`src/rtl/i2c_pkg.sv`:
```
// Shared I2C definitions: target FSM states, ACK/NACK levels, byte length and
// R/W bit encodings used by both the target and the controller side.
package i2c_pkg;

    typedef enum logic [3:0] {
        ST_IDLE,
        ST_DEV_ADDR,
        ST_DEV_ACK,
        ST_REG_ADDR,
        ST_REG_ACK,
        ST_WR_DATA,
        ST_WR_ACK,
        ST_RD_LOAD,
        ST_RD_DATA,
        ST_RD_ACK,
        ST_IGNORE
    } i2c_state_e;

    localparam logic       ACK           = 1'b0;
    localparam logic       NACK          = 1'b1;
    localparam logic [3:0] BITS_PER_BYTE = 4'd8;
    localparam logic       RW_WRITE      = 1'b0;
    localparam logic       RW_READ       = 1'b1;

endpackage

```
`src/rtl/i2c_line_sync.sv`:
```
// Pad-line synchronizer followed by a registered rise/fall edge detector.
// Resets to the idle-high bus level so reset release never fakes an edge.
module i2c_line_sync #(
    parameter int SYNC_STAGES = 2
) (
    input  logic i_clk,
    input  logic i_rst,
    input  logic i_line,
    output logic o_level,
    output logic o_rise,
    output logic o_fall
);

    logic [SYNC_STAGES-1:0] r_sync;
    logic                   r_prev;

    always_ff @(posedge i_clk or posedge i_rst) begin
        if (i_rst) begin
            r_sync <= '1;
            r_prev <= 1'b1;
        end else begin
            r_sync <= {r_sync[SYNC_STAGES-2:0], i_line};
            r_prev <= r_sync[SYNC_STAGES-1];
        end
    end

    assign o_level = r_sync[SYNC_STAGES-1];
    assign o_rise  = o_level & ~r_prev;
    assign o_fall  = ~o_level & r_prev;

endmodule

```
`src/rtl/i2c_target_sync.sv`:
```
// System-clocked I2C target exposing a byte-wide register-file interface.
// Bursts auto-increment the register pointer; SDA is open-drain (pull low / release).
module i2c_target_sync
    import i2c_pkg::*;
#(
    parameter logic [6:0] DEVICE_ADDRESS = 7'h68,
    parameter int         SYNC_STAGES    = 2
) (
    input  logic       Clk_In,
    input  logic       Reset_In,
    input  logic       SCL_In,
    input  logic       SDA_In,
    output logic       SDA_Drive_Low_Out,
    output logic [7:0] Reg_Address_Out,
    output logic [7:0] Reg_Write_Data_Out,
    output logic       Reg_Write_Enable_Out,
    output logic       Reg_Read_Enable_Out,
    input  logic [7:0] Reg_Read_Data_In,
    output logic       Busy_Out,
    output logic       Stop_Detect_Out,
    output i2c_state_e Dbg_State_Out
);

    logic w_scl, w_scl_rise, w_scl_fall;
    logic w_sda, w_sda_rise, w_sda_fall;
    logic w_start, w_stop, w_byte_done, w_addr_match;
    logic w_read_en, w_sda_low_next;

    i2c_state_e r_state, w_state_next;
    logic [3:0] r_bit_cnt;
    logic [7:0] r_shift, r_ptr, r_wdata;
    logic       r_load_phase, r_sda_low, r_wr_en, r_busy, r_stop_pulse;

    i2c_line_sync #(.SYNC_STAGES(SYNC_STAGES)) u_scl_sync (
        .i_clk(Clk_In), .i_rst(Reset_In), .i_line(SCL_In),
        .o_level(w_scl), .o_rise(w_scl_rise), .o_fall(w_scl_fall)
    );

    i2c_line_sync #(.SYNC_STAGES(SYNC_STAGES)) u_sda_sync (
        .i_clk(Clk_In), .i_rst(Reset_In), .i_line(SDA_In),
        .o_level(w_sda), .o_rise(w_sda_rise), .o_fall(w_sda_fall)
    );

    assign w_start      = w_sda_fall & w_scl;
    assign w_stop       = w_sda_rise & w_scl;
    assign w_byte_done  = (r_bit_cnt == BITS_PER_BYTE);
    assign w_addr_match = (r_shift[7:1] == DEVICE_ADDRESS);

    always_ff @(posedge Clk_In or posedge Reset_In) begin
        if (Reset_In) r_state <= ST_IDLE;
        else          r_state <= w_state_next;
    end

    // Reads leave DEV_ACK / RD_ACK on the SCL rise so the byte is loaded before the next fall.
    always_comb begin
        w_state_next = r_state;
        if (w_stop) begin
            w_state_next = ST_IDLE;
        end else if (w_start) begin
            w_state_next = ST_DEV_ADDR;
        end else begin
            case (r_state)
                ST_DEV_ADDR: if (w_scl_fall && w_byte_done)
                                 w_state_next = w_addr_match ? ST_DEV_ACK : ST_IGNORE;
                ST_DEV_ACK:  if (r_shift[0] == RW_READ) begin
                                 if (w_scl_rise) w_state_next = ST_RD_LOAD;
                             end else if (w_scl_fall) begin
                                 w_state_next = ST_REG_ADDR;
                             end
                ST_REG_ADDR: if (w_scl_fall && w_byte_done) w_state_next = ST_REG_ACK;
                ST_REG_ACK:  if (w_scl_fall) w_state_next = ST_WR_DATA;
                ST_WR_DATA:  if (w_scl_fall && w_byte_done) w_state_next = ST_WR_ACK;
                ST_WR_ACK:   if (w_scl_fall) w_state_next = ST_WR_DATA;
                ST_RD_LOAD:  if (r_load_phase) w_state_next = ST_RD_DATA;
                ST_RD_DATA:  if (w_scl_fall && w_byte_done) w_state_next = ST_RD_ACK;
                ST_RD_ACK:   if (w_scl_rise) w_state_next = (w_sda == ACK) ? ST_RD_LOAD : ST_IGNORE;
                default:     ;
            endcase
        end
    end

    always_comb begin
        w_read_en      = (r_state == ST_RD_LOAD) && !r_load_phase;
        w_sda_low_next = r_sda_low;
        if (w_start || w_stop) begin
            w_sda_low_next = 1'b0;
        end else if (w_scl_fall) begin
            case (r_state)
                ST_DEV_ADDR:             w_sda_low_next = w_byte_done && w_addr_match;
                ST_REG_ADDR, ST_WR_DATA: w_sda_low_next = w_byte_done;
                ST_RD_DATA:              w_sda_low_next = w_byte_done ? 1'b0 : ~r_shift[7];
                default:                 w_sda_low_next = 1'b0;
            endcase
        end
    end

    always_ff @(posedge Clk_In or posedge Reset_In) begin
        if (Reset_In) begin
            r_bit_cnt    <= '0;
            r_shift      <= '0;
            r_ptr        <= '0;
            r_wdata      <= '0;
            r_load_phase <= 1'b0;
            r_sda_low    <= 1'b0;
            r_wr_en      <= 1'b0;
            r_busy       <= 1'b0;
            r_stop_pulse <= 1'b0;
        end else begin
            r_wr_en      <= 1'b0;
            r_stop_pulse <= w_stop;
            r_sda_low    <= w_sda_low_next;
            if (w_stop || w_start) begin
                r_bit_cnt    <= '0;
                r_load_phase <= 1'b0;
                if (w_stop) r_busy <= 1'b0;
            end else begin
                case (r_state)
                    ST_DEV_ADDR, ST_REG_ADDR, ST_WR_DATA: begin
                        if (w_scl_rise && !w_byte_done) begin
                            r_shift   <= {r_shift[6:0], w_sda};
                            r_bit_cnt <= r_bit_cnt + 4'd1;
                        end else if (w_scl_fall && w_byte_done) begin
                            r_bit_cnt <= '0;
                            if (r_state == ST_DEV_ADDR && w_addr_match) r_busy <= 1'b1;
                            if (r_state == ST_REG_ADDR) r_ptr <= r_shift;
                            if (r_state == ST_WR_DATA) begin
                                r_wr_en <= 1'b1;
                                r_wdata <= r_shift;
                            end
                        end
                    end
                    ST_WR_ACK: if (w_scl_fall) r_ptr <= r_ptr + 8'd1;
                    ST_RD_LOAD: begin
                        r_load_phase <= !r_load_phase;
                        if (r_load_phase) begin
                            r_shift   <= Reg_Read_Data_In;
                            r_bit_cnt <= '0;
                        end
                    end
                    ST_RD_DATA: if (w_scl_fall) begin
                        if (w_byte_done) begin
                            r_bit_cnt <= '0;
                        end else begin
                            r_shift   <= {r_shift[6:0], 1'b0};
                            r_bit_cnt <= r_bit_cnt + 4'd1;
                        end
                    end
                    ST_RD_ACK: if (w_scl_rise && w_sda == ACK) r_ptr <= r_ptr + 8'd1;
                    default: ;
                endcase
            end
        end
    end

    assign SDA_Drive_Low_Out    = r_sda_low;
    assign Reg_Address_Out      = r_ptr;
    assign Reg_Write_Data_Out   = r_wdata;
    assign Reg_Write_Enable_Out = r_wr_en;
    assign Reg_Read_Enable_Out  = w_read_en;
    assign Busy_Out             = r_busy;
    assign Stop_Detect_Out      = r_stop_pulse;
    assign Dbg_State_Out        = r_state;

endmodule

```
`config.mk`:
```
export PLATFORM = sky130hd
export DESIGN_NAME = i2c_target_sync
export DESIGN_NICKNAME = d
export VERILOG_FILES = /design/src/rtl/i2c_pkg.sv /design/src/rtl/i2c_line_sync.sv /design/src/rtl/i2c_target_sync.sv
export SDC_FILE = /design/constraint.sdc
export NUM_CORES = 1
export LEC_CHECK = 0
export BUFFER_PORTS_ARGS = -buffer_cell sky130_fd_sc_hd__buf_4
export CORE_MARGIN = 3
export CORE_UTILIZATION = 52
export DETAILED_ROUTE_END_ITERATION = 8
export HOLD_SLACK_MARGIN = 0.12
export MAX_ROUTING_LAYER = met4
export PLACE_DENSITY = 0.76
export SYNTH_ARGS = -nofsm -noshare
export SYNTH_HDL_FRONTEND = slang
export SYNTH_SLANG_ARGS = --single-unit
```
`constraint.sdc`:
```
create_clock -name Clk_In -period 1.75 [get_ports Clk_In]
set_input_delay 0.0875 -clock Clk_In [delete_from_list [all_inputs] [get_ports Clk_In]]
set_output_delay 0.0875 -clock Clk_In [all_outputs]
set_load 0.005 [all_outputs]
```
==> run metrics <==
Antenna Violating Nets Remaining 0; Final nets 388; sequential element share of the synthesized area 41.46%; leakage 1.765 nW; first-pass GRT wire length 12,050 um; Pwr Density 704.4 mW/mm2; final setup skew 0.008510 ns; post-route setup slack -0.09841 ns; CTS max path bufs 2; crit-path leading delay family simple AND/OR/NAND/NOR gates; placed cell area 0.003321 mm2; CORE AREA 0.004786 mm2; I/O pin total 37; critical path arrival 2.02 ns; final core occ 81.31%; clk slew on worst S/H paths 0.08 ns; final instance area 0.003891 mm2; gr usage total 26.04%; drt pass-1 iters 5; DR DRC count 0; leading area contributor after synthesis dfrtp_1; cell count after synthesis 270; Rows 25; I/O Buffers 36; total design power 2.741 mW; Synth top area share 35.42%; Post-synth EDFFs 0; Crit. End Element flop; Syn Nets 285; Min Clock Period, post-route 1.848 ns; number of max-cap violations 0; final slew viol count 0; WP buf/inv 1; total grt overflow 0; main flop type after synthesis dfrtp_1; async set-or-reset flop fraction in the synthesized netlist 100.0%; Syn Area/Cell 9.681 um2; Fin Setup TNS -0.8967 ns; final period utilization 105.6%; Yosys cell types 58; CP Max Fanout 8; failing checks setup timing; routed length per instance 18.98 um; number of synthesized register bits 43; CTS tree yes; Crit Path Class flop to flop; fill count 288; area grow syn2layout 48.87%; pin count of the biggest net entering global routing 25; Worst-Margin Slew 0.7661 ns; pre-CTS setup slack -0.1116 ns; Hold Path Class input pin to flop; Largest stage delay, worst path 0.38 ns; die height 76.90 um; CP startpoint kind flop; fin cells 441; Initial Utilization 54.61%; Root Driver clkbuf_8; crit path max-delay cell type and3_4; die width 76.90 um; CTS H-tree depth 2; share of post-route cells with drive strength above 1 48.93%; Fin. Hold Viols 0; most frequent cells after synthesis dfrtp_1, nand2_1, a21oi_1; slew margin rel. 48.61%; most frequent cell after synthesis dfrtp_1; maximum VDD drop 0.6577 mV; initial antenna violation count 0; YS warnings 0; routed wire length 8370 um; FMAX 541.0 MHz; RSZ-0062 raised after global routing yes; Mapped Area 0.002614 mm2; initial DRC count 187; die area 0.005913 mm2; placed cell count 409; hold_ws 0.1150 ns; DR vias 2,653; top cells by area, synth dfrtp_1, a31oi_4, dfstp_2; worst-path cell chain inv_2 > ha_4 > and3b_2 > o211ai_4 > o2bb2ai_4 > and3_4 > a31oi_4; clk_lat worst skew 0.30 ns; # clock sinks 43; DP HPWL 5203 um; vias per cell 6.016; critical path data required time 1.92 ns; final setup fails 14; Final Wtd Congestion 1.033; CTS Buf Count 5; number of global-route vias before repair 2,454; ANT cells 0; outcome finished with violations
==> placed cells by master, fill, tap and decap left out, drive strengths merged, types with 8 or more instances in the layout <==
master and count:
dlygate4sd3 10, inv 8, o22ai 10, mux2 8, buf 103, o21ai 16
dfrtp 37, a21oi 21, nand2 31, a31oi 20, nor2 10, nand3 17
==> path summary, 6_finish.rpt <==
path / startpoint / depth (start not counted) / endpoint / slack [ns]
setup / recovery: r_bit_cnt[0] / 7 / r_shift[4] / -0.1
hold / removal: Reg_Read_Data_In[1] / 3 / r_shift[1] / 0.11
setup reg to reg: r_bit_cnt[0] / 7 / r_shift[4] / -0.1
hold reg to reg: u_sda_sync.r_sync[0] / 0 / u_sda_sync.r_sync[1] / 0.36
max in group asynchronous: Reset_In / 4 / u_scl_sync.r_prev / 0.76
min in group asynchronous: Reset_In / 3 / Reg_Address_Out[4] / 0.38
==> where the power goes <==
part | switching, mW | total, mW | internal (mW)
Combinational | 0.367 | 0.707 | 0.340
Sequential | 0.151 | 1.24 | 1.09
Clock | 0.364 | 0.790 | 0.426
Total | 0.882 | 2.74 | 1.86
==> routing by layer <==
layer | track usage (%) | up-vias | part of all wire, %
li1 | - | 1219 | -
met1 | 33.31 | 1275 | 40
met2 | 43.55 | 137 | 51
met3 | 3.991 | 22 | 6.7
met4 | 6.159 | 0 | 2.3
met5 | - | - | 0
==> registers in the layout, indices dropped and copies added, names as in the netlist <==
signal                flops
u_sda_sync.r_prev         1
u_scl_sync.r_prev         1
r_load_phase              1
u_sda_sync.r_sync         2
Reg_Write_Enable_Out      1
Reg_Write_Data_Out        8
Dbg_State_Out             4
r_bit_cnt                 4
u_scl_sync.r_sync         2
r_shift                   8
Stop_Detect_Out           1
Reg_Address_Out           8
SDA_Drive_Low_Out         1
Busy_Out                  1
==> cells by family after synthesis <==
group / synth area share [%]
AND/OR/NAND/NOR: 21.45
AO/OA/AOI/OAI: 26.66
flip-flops: 41.46
buffers and inverters: 4.787
multiplexers: 4.213
adder cells (fa/ha/maj): 1.436
==> cell type report <==
class	instances	area (um2)	share of cell area, %
multi-input combinational	201	1634	41.99
clock buffer	6	72.57	1.865
clock inverter	2	37.54	0.9646
inverter	9	33.78	0.8682
timing repair buffer	113	943.4	24.24
tap	67	83.83	2.154
sequential	43	1086	27.91
==> timing repair <==
item                                    CTS  global route
gates cloned                              0             1
resized for setup                        14            50
pin swaps                                 7            19
endpoints found under the setup margin   23            32
setup buffers                             5             8
hold endpoints to repair                 28             0
hold buffers                             10             0
==> worst reg2reg max path, stage by stage, from the launching register on <==
cell       delay, ns
dfrtp_1         0.37
inv_2           0.06
ha_4            0.16
and3b_2         0.25
o211ai_4        0.21
o2bb2ai_4       0.19
and3_4          0.38
a31oi_4         0.11
Power figures use the tool's default switching activity.
